<file path="src/rtl/pwm_multi_pkg.sv">
// Shared types and default sizing for the multi-channel PWM generator.
// The PWM_NCH / PWM_RES macros can be predefined by the build to resize the
// block. Otherwise the defaults below apply.
`ifndef PWM_NCH
`define PWM_NCH 2
`endif
`ifndef PWM_RES
`define PWM_RES 8
`endif

package pwm_multi_pkg;

  localparam int DEF_NCH        = `PWM_NCH;
  localparam int DEF_NBITS      = `PWM_RES;
  localparam int DEF_PRESC_BITS = 16;

  // Counting direction of the timebase. Edge-aligned mode always counts up.
  typedef enum logic {
    DIR_UP   = 1'b0,
    DIR_DOWN = 1'b1
  } dir_e;

  // Waveform shape. It is latched only at a period boundary.
  typedef enum logic {
    MODE_EDGE   = 1'b0,
    MODE_CENTER = 1'b1
  } mode_e;

endpackage

</file>
<file path="src/rtl/pwm_multi_timebase.sv">
// Shared PWM timebase: a runtime prescaler feeding a saw (edge-aligned) or
// triangle (center-aligned) counter. It reports the period boundary, which is
// the tick where the counter returns to zero. The prescaler value and the mode
// are sampled only at a boundary, so a change never shortens or stretches a
// period that is already running.
module pwm_multi_timebase
  import pwm_multi_pkg::*;
#(
  parameter int NBITS      = DEF_NBITS,
  parameter int PRESC_BITS = DEF_PRESC_BITS
) (
  input  logic                  clk,
  input  logic                  rst,
  input  logic                  en,
  input  logic [PRESC_BITS-1:0] presc,
  input  logic                  center,
  output logic [NBITS-1:0]      cnt,
  output logic                  boundary
);

  localparam logic [NBITS-1:0] CNT_MAX = '1;

  logic [PRESC_BITS-1:0] pcnt;
  logic [PRESC_BITS-1:0] presc_act;
  mode_e                 mode;
  dir_e                  dir;
  dir_e                  dir_next;
  logic [NBITS-1:0]      cnt_next;
  logic                  armed;
  logic                  tick;

  // When the prescaler count reaches the active prescaler value, the counter
  // advances by one step.
  assign tick = en && (pcnt == presc_act);

  // The next counter value comes from the current mode and direction. In the
  // triangle, turning at MAX goes straight to MAX-1, so no endpoint is
  // repeated.
  always_comb begin
    cnt_next = cnt + NBITS'(1);
    dir_next = dir;
    if (mode == MODE_CENTER) begin
      if (dir == DIR_UP) begin
        if (cnt == CNT_MAX) begin
          cnt_next = cnt - NBITS'(1);
          dir_next = DIR_DOWN;
        end
      end else begin
        cnt_next = cnt - NBITS'(1);
      end
    end
  end

  // A boundary is a tick that brings the counter back to zero. While armed
  // (after reset or en low), the first tick is a boundary so the
  // configuration loads before any period runs.
  assign boundary = tick && (armed || (cnt_next == '0));

  // This block holds the prescaler, the counter and direction, and the
  // configuration latched at each boundary.
  always_ff @(posedge clk or negedge rst) begin
    if (!rst) begin
      pcnt      <= '0;
      cnt       <= '0;
      dir       <= DIR_UP;
      armed     <= 1'b1;
      presc_act <= '0;
      mode      <= MODE_EDGE;
    end else if (!en) begin
      pcnt  <= '0;
      cnt   <= '0;
      dir   <= DIR_UP;
      armed <= 1'b1;
    end else if (tick) begin
      pcnt <= '0;
      if (boundary) begin
        cnt       <= '0;
        dir       <= DIR_UP;
        armed     <= 1'b0;
        presc_act <= presc;
        mode      <= center ? MODE_CENTER : MODE_EDGE;
      end else begin
        cnt <= cnt_next;
        dir <= dir_next;
      end
    end else begin
      pcnt <= pcnt + PRESC_BITS'(1);
    end
  end

endmodule

</file>
<file path="src/rtl/pwm_multi.sv">
// Multi-channel PWM generator. All channels share one timebase. Each channel
// has a shadow duty register and an active duty register. A write lands in
// shadow and is copied to active only at a period boundary, so an output
// never glitches mid-period. A write that arrives on the boundary clock goes
// straight to active.
module pwm_multi
  import pwm_multi_pkg::*;
#(
  parameter int NCH        = DEF_NCH,
  parameter int NBITS      = DEF_NBITS,
  parameter int PRESC_BITS = DEF_PRESC_BITS
) (
  input  logic                      clk,
  input  logic                      rst,
  input  logic                      en,
  input  logic [PRESC_BITS-1:0]     presc,
  input  logic                      center,
  input  logic [NCH-1:0]            pol,
  input  logic [NCH*(NBITS+1)-1:0]  duty,
  input  logic                      duty_wr,
  output logic [NCH-1:0]            out,
  output logic                      period_start,
  output logic                      pending
);

  localparam int DW = NBITS + 1;

  logic [NBITS-1:0] cnt;
  logic             boundary;
  logic [NCH-1:0]   raw;

  pwm_multi_timebase #(
    .NBITS      (NBITS),
    .PRESC_BITS (PRESC_BITS)
  ) u_timebase (
    .clk      (clk),
    .rst      (rst),
    .en       (en),
    .presc    (presc),
    .center   (center),
    .cnt      (cnt),
    .boundary (boundary)
  );

  // The period_start pulse and the pending flag. A boundary clears pending
  // even when a write lands on the same clock, because that write bypasses
  // shadow.
  always_ff @(posedge clk or negedge rst) begin
    if (!rst) begin
      period_start <= 1'b0;
      pending      <= 1'b0;
    end else begin
      period_start <= boundary;
      if (boundary) begin
        pending <= 1'b0;
      end else if (duty_wr) begin
        pending <= 1'b1;
      end
    end
  end

  for (genvar ch = 0; ch < NCH; ch++) begin : gen_ch
    logic [DW-1:0] incoming;
    logic [DW-1:0] shadow;
    logic [DW-1:0] active;

    assign incoming = duty[ch*DW +: DW];

    // Each channel has a shadow and an active duty register. Active changes
    // only at a boundary. It takes a coincident write directly, or otherwise
    // the pending shadow value.
    always_ff @(posedge clk or negedge rst) begin
      if (!rst) begin
        shadow <= '0;
        active <= '0;
      end else begin
        if (duty_wr) begin
          shadow <= incoming;
        end
        if (boundary) begin
          if (duty_wr) begin
            active <= incoming;
          end else if (pending) begin
            active <= shadow;
          end
        end
      end
    end

    // The extra duty bit allows 100%: any duty of 2**NBITS or more is above
    // every count value.
    assign raw[ch] = ({1'b0, cnt} < active);
  end

  // The outputs are registered. While disabled, each output sits at its
  // inactive level, which is the polarity bit itself.
  always_ff @(posedge clk or negedge rst) begin
    if (!rst) begin
      out <= '0;
    end else begin
      out <= (en ? raw : '0) ^ pol;
    end
  end

endmodule
</file>
<file path="config.mk">
export PLATFORM = sky130hd
export DESIGN_NAME = pwm_multi
export DESIGN_NICKNAME = d
export VERILOG_FILES = /design/src/rtl/pwm_multi_pkg.sv /design/src/rtl/pwm_multi_timebase.sv /design/src/rtl/pwm_multi.sv
export SDC_FILE = /design/constraint.sdc
export NUM_CORES = 1
export LEC_CHECK = 0
export BUFFER_PORTS_ARGS = -buffer_cell sky130_fd_sc_hd__buf_2
export CAP_MARGIN = 20
export CORE_MARGIN = 2
export CORE_UTILIZATION = 50
export DETAILED_ROUTE_END_ITERATION = 8
export GPL_ROUTABILITY_DRIVEN = 0
export PLACE_DENSITY = 0.67
export SYNTH_ARGS = -nofsm -noshare
export SYNTH_HDL_FRONTEND = slang
export SYNTH_SLANG_ARGS = --single-unit
</file>
<file path="constraint.sdc">
create_clock -name clk -period 4.2 [get_ports clk]
set_input_delay 0.42 -clock clk [delete_from_list [all_inputs] [get_ports clk]]
set_output_delay 0.42 -clock clk [all_outputs]
set_load 0.01 [all_outputs]
</file>
# == Word level (Yosys, flattened, before mapping) ==
# Index checks and enable logic that the tools add are counted.
# op_classes
add_sub_neg,3
n_lt_le_gt_ge,2
eq_ne,5
n_mux,25
bitwise_logic,1
reduce_logical,10
# ops
cell,n
8-bit two-way mux,6
9-bit two-way mux,4
16-bit two-way mux,2
8-bit by 9-bit < comparator with 1-bit output,2
"16-bit by 1-bit adder with 16-bit output, second input constant",1
16-bit == test,1
1-bit two-way mux,12
"8-bit by 1-bit adder with 8-bit output, second input constant",1
"8-bit == test, second input constant",1
8-bit logical NOT,1
"8-bit by 1-bit subtractor with 8-bit output, second input constant",1
2-bit AND reduction,3
"2-bit by 1-bit inequality test with 1-bit output, second input constant",2
2-bit nonzero test,2
"3-bit by 1-bit inequality test with 1-bit output, second input constant",1
3-bit AND reduction,1
1-bit logical AND,2
2-bit two-way mux,1
2-bit bitwise XOR,1
1-bit logical OR,1
# word_totals
ff_bits,83
inputBits,41
output_inout_bits,4
wordCells,59

# == Longest topological paths before layout ==
# Gate-level depths: netlist (run 1).
# logic_depth
depth_word,10
mapped_depth,10
depth_no_buf,9

# == Hierarchy ==
# A second synthesis (run 1) with hierarchy kept.
# hier_totals
hier_cells,372
hier_area_um2,4297.9
# by_module_without_submodules
mod,instances,cells_per_inst,area_per_inst_um2,seq_area_each_um2
pwm_multi_timebase,1,222,2432.3,1077.3
pwm_multi,1,150,1865.5,1001.0

# == Least setup slack after synthesis (run 1) ==
# OpenSTA, ideal clock, no wires.
# synth_timing
kind,flip-flop to flip-flop
from,register u_timebase.cnt[0]
to,register gen_ch[0].active[0]
setup_time_ps,125
arrival_ps,2900
t_required_ps,4075
path_slack_ps,1175
stages_incl_launch_ff,11
path_buffers,1
synth_period_minus_slack_ps,3025
path_cell_list,dfrtp_1 > inv_1 > ha_1 > nor3b_1 > and3_1 > or3_4 > a2111oi_2 > a41oi_2 > nor3_4 > buf_8 > mux2_4
# synth_via
elab_chain_cells,8
word_cells_on_any_way,10
classes_between,add/sub (2); eq/ne (1); mux (3); reduce/logical (4)
# synth_lines
element,line,text
start: declaration,pwm_multi_timebase.sv:17,"output logic [NBITS-1:0] cnt,"
start signal: assignment,pwm_multi_timebase.sv:83,cnt <= cnt_next;
"8-bit by 1-bit adder with 8-bit output, or another cell as far along",pwm_multi_timebase.sv:40,cnt_next = cnt + NBITS'(1);
8-bit two-way mux,pwm_multi_timebase.sv:44,if (cnt == CNT_MAX) begin
8-bit two-way mux,pwm_multi_timebase.sv:43,if (dir == DIR_UP) begin
8-bit two-way mux (*),pwm_multi_timebase.sv:42,if (mode == MODE_CENTER) begin
8-bit logical NOT (*),pwm_multi_timebase.sv:57,assign boundary = tick && (armed || (cnt_next == '0));
1-bit logical OR (*),pwm_multi_timebase.sv:57,
1-bit logical AND (*),pwm_multi_timebase.sv:57,
2-bit AND reduction (no source line) (*),-,
end signal: assignment,pwm_multi.sv:82,active <= incoming;
end signal: assignment,pwm_multi.sv:84,active <= shadow;
end: declaration,pwm_multi.sv:65,logic [DW-1:0] active;
# Every way passes the cells marked *; elsewhere a longest branch is shown, timed or not.
# A chain may end at the register's enable or synchronous reset.

# == Final worst setup path (run 1) ==
# layout_timing
from,register u_timebase.cnt[1]
to,register gen_ch[1].active[4]
# layout_via
elab_chain_cells,8
word_cells_on_any_way,10
classes_between,add/sub (2); eq/ne (1); mux (3); reduce/logical (4)
# layout_lines
element,line
"8-bit by 1-bit adder with 8-bit output, or another cell as far along",pwm_multi_timebase.sv:40
8-bit two-way mux,pwm_multi_timebase.sv:44
8-bit two-way mux,pwm_multi_timebase.sv:43
8-bit two-way mux (*),pwm_multi_timebase.sv:42
8-bit logical NOT (*),pwm_multi_timebase.sv:57
1-bit logical OR (*),pwm_multi_timebase.sv:57
1-bit logical AND (*),pwm_multi_timebase.sv:57
2-bit AND reduction (no source line) (*),-
end signal: assignment,pwm_multi.sv:82
end signal: assignment,pwm_multi.sv:84
end: declaration,pwm_multi.sv:65
# Marked as above.

==> results of run 1 <==
==> synth_stat cells (3+ instances only) <==
| master | n | area [um^2] |
|---|---|---|
| a21o_1 | 8 | 60.06 |
| a21oi_1 | 17 | 85.08 |
| and2_1 | 5 | 31.28 |
| and3_1 | 7 | 43.79 |
| buf_2 | 3 | 15.01 |
| clkbuf_1 | 6 | 22.52 |
| dfrtp_1 | 82 | 2052 |
| ha_1 | 17 | 212.7 |
| inv_1 | 22 | 82.58 |
| mux2_2 | 43 | 484.2 |
| mux2_4 | 10 | 150.1 |
| nand2_1 | 16 | 60.06 |
| nand3_1 | 12 | 60.06 |
| nand4_1 | 5 | 31.28 |
| nand4b_1 | 3 | 26.28 |
| nor2_1 | 28 | 105.1 |
| nor2b_1 | 4 | 25.02 |
| nor3_1 | 14 | 70.07 |
| nor4_1 | 5 | 31.28 |
| o211ai_1 | 3 | 22.52 |
| o21ai_0 | 15 | 75.07 |
| or3_1 | 6 | 37.54 |
| xnor2_1 | 6 | 52.55 |
| xor2_1 | 22 | 192.7 |
==> kinds of logic (layout without fill, tap and decap cells) <==
kind of cell / Yosys count / count (layout) / synth area share, %
xor gates and xnor gates: 28 / 28 / 5.656
adders and majority gates: 17 / 17 / 4.906
and+or+nand+nor: 115 / 115 / 14.11
muxes: 55 / 55 / 15.09
DFF: 83 / 83 / 47.94
buffers and inverters: 34 / 85 / 3.550
AOI/OAI and AO/OA: 58 / 58 / 8.745
==> through the flow <==
stage,total power [W],instance area (um^2),setup WS [ps],util [%],hold WS (ps)
detailed placement,0.001296,4633,842.9,55.83,483.0
CTS,0.001968,4870,793.0,58.68,266.8
global placement,0.001280,4633,900.7,55.83,480.9
finish,0.001943,4897,789.1,59.01,8.662
global route,0.002059,4897,596.3,59.01,41.09
floorplan,0.001190,4335,1175,-,124.4
==> where the power goes <==
group / leakage (nW) / internal [W] / switching, W
sequential: 1.07 / 0.000902 / 0.0000642
clock: 0.116 / 0.000370 / 0.000295
combinational: 1.10 / 0.000176 / 0.000136
==> worst paths after layout <==
| kind | to | slack, ps | depth (start not counted) |
|---|---|---|---|
| setup / recovery | gen_ch[1].active[4] | 790 | 9 |
| max in group asynchronous | u_timebase.armed | 3520 | 2 |
| min in group clk | u_timebase.presc_act[14] | 290 | 2 |
| hold / removal | gen_ch[0].shadow[8] | 9 | 1 |
| hold reg to reg | gen_ch[1].shadow[1] | 500 | 1 |
| setup reg to reg | gen_ch[1].active[4] | 790 | 9 |
==> cells in the final DEF, fill, tap and decap left out, drive strengths merged, types with 3 or more instances in the layout <==
cell	count
nor4	5
o211ai	3
dfrtp	82
nor3	15
a21oi	17
nand2	16
inv	22
nand3	12
a21o	8
mux2	53
and3	7
clkbuf	11
ha	17
and2	5
xnor2	6
o21ai	15
nand4b	3
nand4	5
or3	7
xor2	22
nor2b	4
nor2	29
buf	47
==> worst register-to-register path, stage by stage (launching register included) <==
cell	delay, ps
dfrtp_1	570
ha_1	320
nand2_1	120
o31ai_1	520
xor2_1	170
a2111oi_2	400
a41oi_2	260
nor3_4	220
buf_4	320
mux2_2	390
==> per-layer routing <==
layer / part of all wire [%] / track usage (%) / vias up
met4: 1.1 / 5.309 / 0
met2: 50 / 33.12 / 79
met5: 0 / 0 / -
li1: - / - / 1473
met1: 44 / 24.96 / 1471
met3: 4.9 / 4.317 / 11
==> sequential cells by signal (all words and copies together), names as in the netlist <==
signal                flops
gen_ch.active            18
gen_ch.shadow            18
u_timebase.pcnt          16
u_timebase.presc_act     16
u_timebase.cnt            8
out                       2
pending                   1
period_start              1
u_timebase.armed          1
u_timebase.dir            1
u_timebase.mode           1
==> cell type report <==
class / instances / area [um^2]
fillers: 706 / 3402
multi-input cells: 273 / 2103
flip-flops and latches: 83 / 2078
repair buffers: 47 / 265.3
clock buffers: 11 / 151.4
well taps: 105 / 131.4
clock inverters: 5 / 85.08
inverters: 22 / 82.58
==> impl_metrics.env, run 1 <==
export IMPL_cap_violations=0
export IMPL_tightest_slew_ps=579.1
export IMPL_cts_root_buf="clkbuf_8"
export IMPL_io_buffers=44
export IMPL_place_hpwl_um=5926
export IMPL_cp_max_fo=18
export IMPL_drv_slew=0
export IMPL_grtUsageTotal_pct=19.40
export IMPL_rows=33
export IMPL_setup_viol=0
export IMPL_crit_arrival_ps=3640
export IMPL_n_antenna_cell=0
export IMPL_synth_seq_cells=83
export IMPL_worstSetupPathType="flop to flop"
export IMPL_path_cells="ha_1, nand2_1, o31ai_1, xor2_1, a2111oi_2, a41oi_2, nor3_4, buf_4, mux2_2"
export IMPL_hold_path_class="input pin to asynchronous set/reset pin"
export IMPL_first_global_vias=3161
export IMPL_numClockSinks=83
export IMPL_start_util_pct=52.24
export IMPL_crit_buf_inv=1
export IMPL_irDropWorstVdd_mv=0.1467
export IMPL_htreeDepth=3
export IMPL_synth_flop_cell="dfrtp_1"
export IMPL_grt_max_degree=84
export IMPL_cts_hold_buf=0
export IMPL_rsz0062_at_grt="false"
export IMPL_synth_nets=448
export IMPL_leakage_nw=2.281
export IMPL_core_area_um2=8299
export IMPL_slowest_stage="dfrtp_1"
export IMPL_dieWidth_um=97.12
export IMPL_fin_cells=546
export IMPL_avgRoutedWirePerCell_um=15.46
export IMPL_synthesis_area_um2=4335
export IMPL_viasPerCell=5.557
export IMPL_setup_tns_ps=0
export IMPL_synth_edf_count=0
export IMPL_synth_cell_types=48
export IMPL_max_freq_mhz=293.2
export IMPL_dp_cells=529
export IMPL_io_pins=45
export IMPL_fin_nets=494
export IMPL_r2r_start="u_timebase.cnt[1]"
export IMPL_vias=3034
export IMPL_antenna_found_initial=0
export IMPL_crit_required_ps=4430
export IMPL_cts_buffer_depth=2
export IMPL_cp_end_kind="flop"
export IMPL_critical_path_max_stage_delay_ps=570
export IMPL_min_period_over_period_pct=81.21
export IMPL_die_h_um=97.12
export IMPL_cts_buffers=9
export IMPL_cts_setup_buffers=0
export IMPL_drt_iter0_markers=161
export IMPL_hold_viol_final=0
export IMPL_drc_errors=0
export IMPL_layout_drive_gt1_share_pct=28.34
export IMPL_syn_avg_cell_area_um2=11.12
export IMPL_cts_tree="built"
export IMPL_fin_crit_ps=3411
export IMPL_status="finished, final reports clean"
export IMPL_die_area_um2=9431
export IMPL_cts_clk_slew_worst_paths_ps=90
export IMPL_clock_latency_ps=350
export IMPL_antenna_left=0
export IMPL_critical_path_startpoint="u_timebase.cnt[1]"
export IMPL_slew_headroom_pct=61.28
export IMPL_area_growth_pct=12.96
export IMPL_overflow=0
export IMPL_drt_wl_total_um=8443
export IMPL_syn_inst=390
export IMPL_powerDensity_nw_per_um2=396.7
export IMPL_first_pass_iters=4
export IMPL_grt_pass1_wl_um=15020
export IMPL_crit_path_start_kind="flop"
export IMPL_async_reset_ff_share_pct=100.0
export IMPL_ys_warn_count=0
export IMPL_ys_seq_area_share_pct=47.94
export IMPL_fin_worst_skew_ps=14.91
export IMPL_cts_resized=0
export IMPL_critPathTopFamily="compound AO/OA/AOI/OAI gates"
Note: power is estimated with default switching activity, not from simulation.
==> inputs of run 2 (changes only) <==
==> constraint.sdc (replaced) <==
create_clock -name clk -period 3.5 [get_ports clk]
set_input_delay 0.35 -clock clk [delete_from_list [all_inputs] [get_ports clk]]
set_output_delay 0.35 -clock clk [all_outputs]
set_load 0.01 [all_outputs]
==> run 2 against run 1 <==
Sequential share of layout area fell by 0.47 points. Core utilization is 0.66 points higher. Clock power grew 16%. Routed wire length grew 1.1%. Clock-buffer cell count fell by 2. Non-clock buffer count is 7 higher. Largest power group unchanged.
==> impl_metrics.env, run 2 (synthesis gave the netlist of run 1 again) <==
export IMPL_status="finished, final reports clean"
export IMPL_fin_cells=553
export IMPL_die_area_um2=9431
export IMPL_drt_iter0_markers=186
export IMPL_cp_end_kind="flop"
export IMPL_hold_path_class="input pin to flop"
export IMPL_grt_pass1_wl_um=14530
export IMPL_drv_slew=0
export IMPL_preCtsSetupSlack_ps=355.5
export IMPL_dp_cells=535
export IMPL_slew_headroom_pct=59.88
export IMPL_cts_root_buf="clkbuf_8"
export IMPL_viasPerCell=5.678
export IMPL_start_util_pct=52.24
export IMPL_crit_required_ps=3740
export IMPL_numClockSinks=83
export IMPL_first_global_vias=3168
export IMPL_drt_wl_total_um=8535
export IMPL_fin_crit_ps=3245
export IMPL_crit_path_start_kind="flop"
export IMPL_min_period_over_period_pct=92.70
export IMPL_p_total_w=0.002301
export IMPL_p_seq_share_pct=50.3
export IMPL_cap_violations=0
export IMPL_cts_buffers=9
export IMPL_io_pins=45
export IMPL_reg_largest_list="gen_ch.active: 18 flops, gen_ch.shadow: 18 flops"
export IMPL_die_h_um=97.12
export IMPL_tightest_slew_ps=599.9
export IMPL_htreeDepth=3
export IMPL_layout_drive_gt1_share_pct=29.24
export IMPL_rows=33
export IMPL_grt_max_degree=84
export IMPL_swShare_pct=26.08
export IMPL_cp_max_fo=18
export IMPL_cts_buffer_depth=2
export IMPL_comb_power_share_pct=16.4
export IMPL_n_antenna_cell=0
export IMPL_p_clk_share_pct=33.3
export IMPL_clock_latency_ps=360
export IMPL_layout_common_cells="dfrtp_1, mux2_2, buf_2"
export IMPL_p_int_w=0.001701
export IMPL_fin_nets=501
export IMPL_fin_util_pct=59.67
export IMPL_dieWidth_um=97.12
export IMPL_drc_errors=0
export IMPL_io_buffers=44
export IMPL_slowest_stage="dfrtp_1"
export IMPL_place_hpwl_um=6045
export IMPL_core_area_um2=8299
export IMPL_nFillCells=715
export IMPL_fin_worst_skew_ps=11.56
export IMPL_worstSetupPathType="flop to flop"
export IMPL_rsz0062_at_grt="false"
export IMPL_path_cells="ha_1, nand2_1, o31ai_1, xor2_1, a2111oi_2, a41oi_2, nor3_4, buf_12, mux2_2"
export IMPL_setup_tns_ps=0
export IMPL_avgRoutedWirePerCell_um=15.43
export IMPL_antenna_left=0
export IMPL_leakage_nw=2.319
export IMPL_grtUsageTotal_pct=19.07
export IMPL_hold_viol_final=0
export IMPL_first_pass_iters=5
export IMPL_cts_tree="built"
export IMPL_critical_path_max_stage_delay_ps=510
export IMPL_cts_clk_slew_worst_paths_ps=90
export IMPL_antenna_found_initial=0
export IMPL_vias=3140
export IMPL_cts_setup_buffers=0
export IMPL_setup_viol=0
export IMPL_area_growth_pct=14.23
export IMPL_crit_arrival_ps=3480
export IMPL_layout_commonest_cell="dfrtp_1"
export IMPL_irDropWorstVdd_mv=0.2668
export IMPL_p_sw_w=0.0006002
export IMPL_worst_slack_ps=255.3
export IMPL_overflow=0
export IMPL_max_freq_mhz=308.2
export IMPL_powerDensity_nw_per_um2=464.7
run 2: cell count changes in the layout (fill, tap and decap cells not counted), sizes merged:
cell,delta
buf,+6
clkbuf,-2
clkinv,+2
clkinvlp,-1
dlygate4sd3,+1
inv,+1
run 2: worst max-delay path: cells and delay by family, from the launching register on:
family	cells	cell delay, ps
compound gates	3	1160
xor+xnor	1	170
fa+ha+maj	1	320
buf+inv	1	200
flops	1	510
mux	1	350
simple gates	2	400
run 2: through the flow:
step / instance area, um^2 / hold slack [ps]
2_1_floorplan: 4335 / 54.41
5_1_grt: 4952 / 212.0
3_5_place_dp: 4691 / 485.4
4_1_cts: 4915 / 200.0
6_report: 4952 / 225.7
3_3_place_gp: 4691 / 482.1
run 2: worst paths after layout:
kind,startpoint,end,slack (ps),cells after the start
min,center,u_timebase.mode,230,2
max reg2reg,u_timebase.cnt[1],gen_ch[1].active[5],260,9
max in group asynchronous,rst,u_timebase.armed,2350,3
max,u_timebase.cnt[1],gen_ch[1].active[5],260,9
min reg2reg,gen_ch[1].shadow[1],gen_ch[1].shadow[1],500,1
min in group asynchronous,rst,gen_ch[0].shadow[7],480,2
run 2: final cells by class:
| type | count | area (um^2) | area share [%] |
|---|---|---|---|
| Clock inverter | 7 | 100.1 | 2.021 |
| Timing Repair Buffer | 54 | 332.8 | 6.721 |
| Sequential cell | 83 | 2078 | 41.97 |
| Inverter | 22 | 82.58 | 1.668 |
| Clock buffer | 9 | 123.9 | 2.501 |
| Multi-Input combinational cell | 273 | 2103 | 42.47 |
| Tap cell | 105 | 131.4 | 2.653 |
run 2: power by group through the flow:
| stage | Sequential, W | Combinational [W] | Clock, W |
|---|---|---|---|
| floorplan | 0.00116 | 0.000269 | 0 |
| global placement | 0.00117 | 0.000362 | 0 |
| CTS | 0.00116 | 0.000380 | 0.000782 |
| detailed placement | 0.00118 | 0.000376 | 0 |
| finish | 0.00116 | 0.000378 | 0.000767 |
| global route | 0.00117 | 0.000427 | 0.000825 |
run 2: metal layers:
layer | part of all wire [%] | vias to the layer above | global-route usage (%) | wire length [um]
li1 | - | 1491 | - | -
met1 | 43 | 1525 | 23.05 | 3667
met2 | 49 | 95 | 32.75 | 4198
met3 | 4.7 | 29 | 3.597 | 397
met4 | 3.2 | 0 | 9.317 | 272
met5 | 0 | - | 0 | 0
run 2: what timing repair did:
| action | in CTS | in global routing |
|---|---|---|
| resized for setup | 0 | 0 |
| endpoints found under the hold margin | 0 | 34 |
| hold buffers | 0 | 1 |
